===== config.mk =====
export PLATFORM = sky130hd
export DESIGN_NAME = sha256_msg_loader
export DESIGN_NICKNAME = d
export VERILOG_FILES = /design/src/rtl/sha256_msg_loader.sv
export SDC_FILE = /design/constraint.sdc
export NUM_CORES = 1
export LEC_CHECK = 0
export BUFFER_PORTS_ARGS = -buffer_cell sky130_fd_sc_hd__clkbuf_2
export CAP_MARGIN = 20
export CELL_PAD_IN_SITES_DETAIL_PLACEMENT = 1
export CELL_PAD_IN_SITES_GLOBAL_PLACEMENT = 2
export CORE_AREA = 5 5 374 376
export CTS_CLUSTER_SIZE = 12
export DETAILED_ROUTE_END_ITERATION = 8
export DIE_AREA = 0 0 379 381
export PLACE_DENSITY = 0.61
export SETUP_SLACK_MARGIN = 0.02
export SKIP_CTS_REPAIR_TIMING = 1
export SYNTH_ARGS = -nofsm -noshare
export SYNTH_HDL_FRONTEND = slang
export SYNTH_SLANG_ARGS = --single-unit
export TNS_END_PERCENT = 10

===== constraint.sdc =====
create_clock -name clk -period 3.24 [get_ports clk]
set_input_delay 0.648 -clock clk [delete_from_list [all_inputs] [get_ports clk]]
set_output_delay 0.648 -clock clk [all_outputs]
set_load 0.01 [all_outputs]

===== src/rtl/sha256_msg_loader.sv =====
// ---------------------------------------------------------------------------
// sha256_msg_loader
//
// Front end for a fixed-length SHA256 core. Collects a MSG_BYTES-byte
// message from a valid/ready byte stream, packs it MSB-first (first byte in
// the top byte of core_message), fires a one-cycle start pulse to the core,
// captures the core's one-cycle digest and holds it until the consumer takes
// it. Malformed message lengths and a hung core raise a one-cycle err pulse.
//
// Ports
//   clk, rst_n      clock, asynchronous active-low reset
//   s_valid/s_data/s_last/s_ready   byte stream in (valid/ready)
//   core_valid_in   start pulse to the core
//   core_message    packed message held for the core
//   core_valid_out  core done pulse, core_hash digest valid with it
//   m_valid/m_hash/m_ready          held digest out (valid/ready)
//   err             one-cycle error pulse (bad length or core timeout)
// ---------------------------------------------------------------------------
module sha256_msg_loader #(
    parameter int MSG_BYTES = 55,
    parameter int TIMEOUT   = 100
) (
    input  logic                   clk,
    input  logic                   rst_n,
    input  logic                   s_valid,
    input  logic [7:0]             s_data,
    input  logic                   s_last,
    output logic                   s_ready,
    output logic                   core_valid_in,
    output logic [MSG_BYTES*8-1:0] core_message,
    input  logic                   core_valid_out,
    input  logic [255:0]           core_hash,
    output logic                   m_valid,
    output logic [255:0]           m_hash,
    input  logic                   m_ready,
    output logic                   err
);

    localparam int          MSG_W       = MSG_BYTES * 8;
    localparam logic [5:0]  LAST_IDX    = 6'(MSG_BYTES - 1);
    localparam logic [6:0]  TIMEOUT_VAL = 7'(TIMEOUT);
    // The TIMEOUT-th WAIT cycle is the one whose counter reads TIMEOUT-1.
    localparam logic [6:0]  TIMEOUT_M1  = 7'(TIMEOUT - 1);

    typedef enum logic [2:0] {
        ST_LOAD  = 3'd0,
        ST_START = 3'd1,
        ST_WAIT  = 3'd2,
        ST_HOLD  = 3'd3,
        ST_DRAIN = 3'd4
    } state_t;

    state_t             state_r;
    state_t             state_s;
    logic [5:0]         byte_cnt_r;
    logic [5:0]         byte_cnt_s;
    logic [MSG_W-1:0]   msg_r;
    logic [MSG_W-1:0]   msg_s;
    logic [6:0]         timer_r;
    logic [6:0]         timer_s;
    logic [255:0]       m_hash_r;
    logic [255:0]       m_hash_s;
    logic               err_r;
    logic               err_s;
    logic               xfer_s;

    // Moore outputs decoded from the state register; s_ready is also held
    // low while reset is asserted so no byte is ever taken during reset.
    assign s_ready       = rst_n & ((state_r == ST_LOAD) | (state_r == ST_DRAIN));
    assign core_valid_in = (state_r == ST_START);
    assign m_valid       = (state_r == ST_HOLD);
    assign core_message  = msg_r;
    assign m_hash        = m_hash_r;
    assign err           = err_r;
    assign xfer_s        = s_valid & s_ready;

    // Next-state, datapath update and error decode.
    always_comb begin
        state_s    = state_r;
        byte_cnt_s = byte_cnt_r;
        msg_s      = msg_r;
        timer_s    = timer_r;
        m_hash_s   = m_hash_r;
        err_s      = 1'b0;

        case (state_r)
            ST_LOAD: begin
                if (xfer_s) begin
                    msg_s = {msg_r[MSG_W-9:0], s_data};
                    if (byte_cnt_r == LAST_IDX) begin
                        byte_cnt_s = 6'd0;
                        if (s_last) begin
                            state_s = ST_START;
                        end else begin
                            // Too long: flag now and swallow the remainder.
                            err_s   = 1'b1;
                            state_s = ST_DRAIN;
                        end
                    end else if (s_last) begin
                        // Too short: flag and restart collection in place.
                        err_s      = 1'b1;
                        byte_cnt_s = 6'd0;
                    end else begin
                        byte_cnt_s = byte_cnt_r + 6'd1;
                    end
                end else begin
                    state_s = ST_LOAD;
                end
            end
            ST_START: begin
                timer_s = 7'd0;
                state_s = ST_WAIT;
            end
            ST_WAIT: begin
                if (timer_r == TIMEOUT_VAL) begin
                    timer_s = timer_r;
                end else begin
                    timer_s = timer_r + 7'd1;
                end
                // Done has priority over a coincident timeout.
                if (core_valid_out) begin
                    m_hash_s = core_hash;
                    state_s  = ST_HOLD;
                end else if (timer_r >= TIMEOUT_M1) begin
                    err_s   = 1'b1;
                    state_s = ST_LOAD;
                end else begin
                    state_s = ST_WAIT;
                end
            end
            ST_HOLD: begin
                if (m_ready) begin
                    state_s = ST_LOAD;
                end else begin
                    state_s = ST_HOLD;
                end
            end
            ST_DRAIN: begin
                if (xfer_s && s_last) begin
                    state_s = ST_LOAD;
                end else begin
                    state_s = ST_DRAIN;
                end
            end
            default: begin
                state_s    = ST_LOAD;
                byte_cnt_s = 6'd0;
            end
        endcase
    end

    // State and datapath registers with asynchronous reset.
    always_ff @(posedge clk or negedge rst_n) begin
        if (!rst_n) begin
            state_r    <= ST_LOAD;
            byte_cnt_r <= 6'd0;
            msg_r      <= '0;
            timer_r    <= 7'd0;
            m_hash_r   <= 256'd0;
            err_r      <= 1'b0;
        end else begin
            state_r    <= state_s;
            byte_cnt_r <= byte_cnt_s;
            msg_r      <= msg_s;
            timer_r    <= timer_s;
            m_hash_r   <= m_hash_s;
            err_r      <= err_s;
        end
    end

endmodule


# Word-level counts from Yosys, hierarchy flattened
# Index checks and enable logic that the tools add are counted.
totals:
  ff_bits: 713
  input_bits: 270
  out_inout_bits: 700
  elab_cells: 51
classes:
  addsub: 2
  n_lt_le_gt_ge: 1
  eq_ne: 9
  muxes: 21
  bitwise_logic: 4
  reduce_logical: 8
ops:
  columns: ["cell", "count"]
  rows:
  - ["$mux W6", 3]
  - ["$pmux W3 S5", 1]
  - ["$pmux W7 S2", 1]
  - ["$mux W3", 4]
  - ["$pmux W6 S2", 1]
  - ["$reduce_and A2 Y1", 4]
  - ["$add A7 B1 Y7 const B", 1]
  - ["$eq A7 B7 Y1 const B", 1]
  - ["$ge A7 B7 Y1 const B", 1]
  - ["$mux W7", 1]
  - ["$add A6 B1 Y6 const B", 1]
  - ["$eq A3 B2 Y1 const B", 2]
  - ["$eq A6 B6 Y1 const B", 1]
  - ["$mux W1", 6]
  - ["$mux W2", 3]
  - ["$ne A2 B2 Y1 const B", 2]
  - ["$reduce_or A4 Y1", 1]
  - ["$eq A3 B1 Y1 const B", 1]
  - ["$eq A3 B3 Y1 const B", 1]
  - ["$logic_not A3 Y1", 1]
  - ["$ne A3 B2 Y1 const B", 1]
  - ["$and A1 B1 Y1", 2]
  - ["$pmux W1 S2", 1]
  - ["$reduce_bool A2 Y1", 1]
  - ["other kinds (3)", 3]

# Longest topological paths before layout
logic_depth:
  word_depth: 7
  depth_mapped: 7
  depth_no_buf: 6

# Worst setup path after synthesis
# No wires, ideal clock.
synth_path:
  path_type: "input port to flip-flop"
  startpoint: "input port s_valid"
  endpoint: "register msg_r[100] (netlist: core_message[100])"
  setup_ps: 117
  arrival_ps: 1689
  required_time_ps: 3123
  slack_ps: 1435
  cell_stages: 7
  n_path_buf: 3
  path_cell_list: "nand2_1 > or4_4 > buf_6 > buf_12 > buf_8 > nand2_1 > nand2_1"
synth_via:
  elab_chain_len: 2
synth_rtl:
  columns: ["item", "line", "text"]
  rows:
  - ["start, declared", "25", "input logic s_valid,"]
  - ["$and A1 B1 Y1", "75", "assign xfer_s = s_valid & s_ready;"]
  - ["$reduce_and A2 Y1 (no line)", null, null]
  - ["end signal, assigned", "164", "msg_r <= msg_s;"]
  - ["end, declared", "57", "logic [MSG_W-1:0] msg_r;"]
# No other way between the ends.
# A chain may end at the register's enable or synchronous reset.

# Worst setup path in the final report
layout_path:
  startpoint: "register state_r[1]"
  endpoint: "output port s_ready"
layout_via:
  elab_chain_len: 3
  word_cells_on_any_way: 4
  classes_between: "eq/ne: 1; bitwise: 2; reduce/logical: 1"
layout_rtl:
  columns: ["item", "line", "text"]
  rows:
  - ["start, declared", "53", "state_t state_r;"]
  - ["start signal, assigned", "162", "state_r <= state_s;"]
  - ["$eq A3 B3 Y1 / $logic_not A3 Y1 (equally long branches)", "69", "assign s_ready = rst_n & ((state_r == ST_LOAD) | (state_r == ST_DRAIN));"]
  - ["$or A1 B1 Y1 *", "69", null]
  - ["$and A1 B1 Y1 *", "69", null]
  - ["end, declared", "28", "output logic s_ready,"]
# Mark *: on every way between the ends. The rest lies on a longest branch, timed or not.

==> results.yml <==
outcome:
  status: "finished clean"
logic_synthesis:
  synth_ff_type: "dfrtp_1"
  synthMuxAreaShare_pct: 10.5
  synth_cells: 2535
  synthAdderAreaFrac_pct: 0.181
  synth_top_family_by_area: "simple AND/OR/NAND/NOR gates"
  ys_warn_count: 0
  synth_fp_nets: 2809
  ys_ff_latch: 713
  async_flop_share_pct: 100
  syn_avg_cell_area_um2: 10.9
  yosysUniqueCellTypes: 46
  synth_xor_xnor_area_share_pct: 0
  syn_area_um2: 27700
  synth_compound_area_share_pct: 0.944
  seq_area_frac_synth_pct: 64.4
  synth_edf_count: 0
  synth-simple-area-share_pct: 19.2
critical_path:
  ff2ff_setup_slack_ns: 0.86
  r2r_end: "m_hash[199]"
  ff2ff_path_depth: 5
  crit_type: "flip-flop to output port"
  r2r-start: "state_r[1]"
  crit_fanout: 13
  cp-start-kind: "flip-flop"
  cp.arrival_ns: 1.96
  cp-end-kind: "output port"
  required_ns: 2.59
floorplanning:
  die_h_um: 381
  fp.dieW_um: 379
  start_util_pct: 20.3
  core_area_um2: 136000
  rows: 136
  ioPinCount: 970
  dieArea_um2: 144000
cts:
  clk_pin_slew_ns: 0.06
  cts_tree: "yes"
  cts_buffers: 89
  root_buffer: "clkbuf_16"
  htreeDepth: 3
  insertion_delay_ns: 0.68
  cts_buffer_depth: 3
  clock-sinks: 713
power:
  power_leakage_nw: 20.2
  peakVddDrop_v: 0.000542
  p_per_area_nw_per_um2: 841
grt:
  antenna_found_initial: 17
  grt_pass1_vias: 22909
  grt_pass1_wl_mm: 167
  grt-ovfl-total: 0
  grtUsageTotal_pct: 15.7
  grt_max_degree: 148
detailed_routing:
  wl_met2_mm: 57.7
  drt-pass1-iter-count: 6
  wl_met3_mm: 11.4
  drt_iter0_markers: 1075
  vias: 21524
  drc: 0
  final_antenna_net_count: 0
  wl_met1_mm: 44.3
  wl_mm: 117
  wl_per_cell_um: 21.7
  vias_per_cell: 4.00
  top_layer_used: "met5"
sta:
  finalHoldViolCount: 0
  setup_violations: 0
  rsz0062_at_grt: "no"
  maxSlewViolCount: 0
  fin_skew_ns: 0.0359
  timing.final.crit_period_ns: 2.61
  relSlewSlack_pct: 30.9
  worst_pin_slew_ns: 1.03
  finalSetupTns_ns: 0
  fmax_mhz: 383
  fin_crit_sh_pct: 80.6
min_path:
  hold_start: "s_data[3]"
  hold_path_class: "input pin to flip-flop"
  hold_end: "core_message[3]"
  whs_path_depth: 3
run:
  maxCapViolCount: 0
finish:
  finalNetCount: 3782
  regArea_um2: 17800
  n_fill_cell: 15857
  finish.utilization_pct: 27.2
  area.growth.synth_to_final_pct: 34.1
  drive_above_1_share_pct: 39.6
  multi_input_area_um2: 8530
place:
  portBuffers: 969
  gp_routability_congestion: 0.814
  dp_hpwl_mm: 88.7
[power by group]
group / leakage, nW / switching, mW / total (mW) / internal (mW)
clock network: 1.48 / 4.11 / 10.2 / 6.12
logic: 9.42 / 5.03 / 8.62 / 3.59
registers: 9.34 / 1.37 / 12.4 / 11.0
[critical path, stage by stage (launching register included)]
cell and delay (ns):
dfrtp_1 0.56, buf_4 0.26, nor2_1 0.18, and2_1 0.15, clkbuf_2 0.15
[worst max path at each step]
| stage | start | end | slack [ns] | cells past startpoint |
|---|---|---|---|---|
| after floorplan | s_valid | core_message[100] | 1.43 | 7 |
| after global placement | rst_n | core_message[413] | 0.80 | 6 |
| after detailed placement | rst_n | core_message[404] | 0.78 | 6 |
| after CTS | state_r[1] | s_ready | 0.50 | 4 |
| after global routing | state_r[1] | s_ready | 0.44 | 4 |
| final | state_r[1] | s_ready | 0.63 | 4 |
[per-stage QoR]
| stage | std cells | setup slack [ns] | power [mW] | hold slack, ns | instance area, um^2 |
|---|---|---|---|---|---|
| 3_5_place_dp | 5210 | 0.785 | 21.5 | 0.462 | 34100 |
| 2_1_floorplan | 2535 | 1.43 | 17.0 | 0.352 | 27700 |
| 3_3_place_gp | 5210 | 0.796 | 21.3 | 0.458 | 34100 |
| 4_1_cts | 5369 | 0.498 | 32.0 | -0.308 | 37100 |
| 5_1_grt | 5371 | 0.438 | 33.0 | 0.108 | 37100 |
| 6_report | 5376 | 0.629 | 31.2 | 0.171 | 37100 |
[synthesized netlist by cell type, types with 2 or more instances]
library cell | instances | area share, %
buf_12 | 4 | 0.29
o21a_1 | 2 | 0.054
ha_1 | 4 | 0.18
and2_1 | 2 | 0.045
a21oi_1 | 10 | 0.18
clkbuf_1 | 10 | 0.14
nor2b_1 | 3 | 0.068
mux2_2 | 256 | 10
inv_1 | 7 | 0.095
nor3_1 | 4 | 0.072
nand3_1 | 8 | 0.14
o211a_1 | 2 | 0.072
dfrtp_1 | 713 | 64
buf_4 | 2 | 0.054
or2_2 | 2 | 0.045
nor4_1 | 4 | 0.090
buf_2 | 47 | 0.85
nand2_1 | 1333 | 18
or3_1 | 2 | 0.045
and3_1 | 4 | 0.090
o22ai_1 | 3 | 0.068
mux2i_1 | 2 | 0.072
o31a_1 | 2 | 0.063
nand4_1 | 2 | 0.045
nand2b_1 | 2 | 0.045
buf_8 | 40 | 2.2
o21ai_0 | 9 | 0.16
a31oi_1 | 2 | 0.045
nor2_1 | 8 | 0.11
buf_6 | 30 | 1.2
[sequential cells by signal (all words and copies together) (netlist names)]
signal	cells
core_message	440
m_hash	256
timer_r	7
byte_cnt_r	6
state_r	3
err	1
[layout make-up]
class,count,area share (%)
antenna,6,0.0404
clock buffer,132,7.09
clock inverter,27,1.05
inverter,7,0.0707
multi-input combinational,1682,23.0
sequential,713,48.0
tap,1794,6.04
timing repair buffer,1015,14.7
[layer usage]
metal  vias up  track usage, %
met3       149            6.77
met4        16            4.33
met5         -               0
li1       9940               -
met1     10733            17.5
met2       686            27.2
[kinds of logic after synthesis]
family,Yosys count
AOI/OAI and AO/OA,39
adders and majority gates,4
buffers and inverters,140
DFF,713
muxes,258
and+or+nand+nor,1381
[placed cells by master, fill, tap and decap left out, types with 4 or more instances in the layout]
master     netlist  final
nand2_1       1333   1333
clkbuf_2         0    968
dfrtp_1        713    713
mux2_2         256    256
clkbuf_16        0     91
buf_4            2     25
clkbuf_1        10     21
clkbuf_8         0     20
buf_12           4     20
clkinv_2         0     13
a21oi_1         10     10
o21ai_0          9      9
nand3_1          8      8
nor2_1           8      8
inv_1            7      7
diode_2          0      6
bufinv_16        0      6
nor4_1           4      4
nor3_1           4      4
and3_1           4      4
ha_1             4      4
Note: power is estimated with default switching activity, not from simulation.
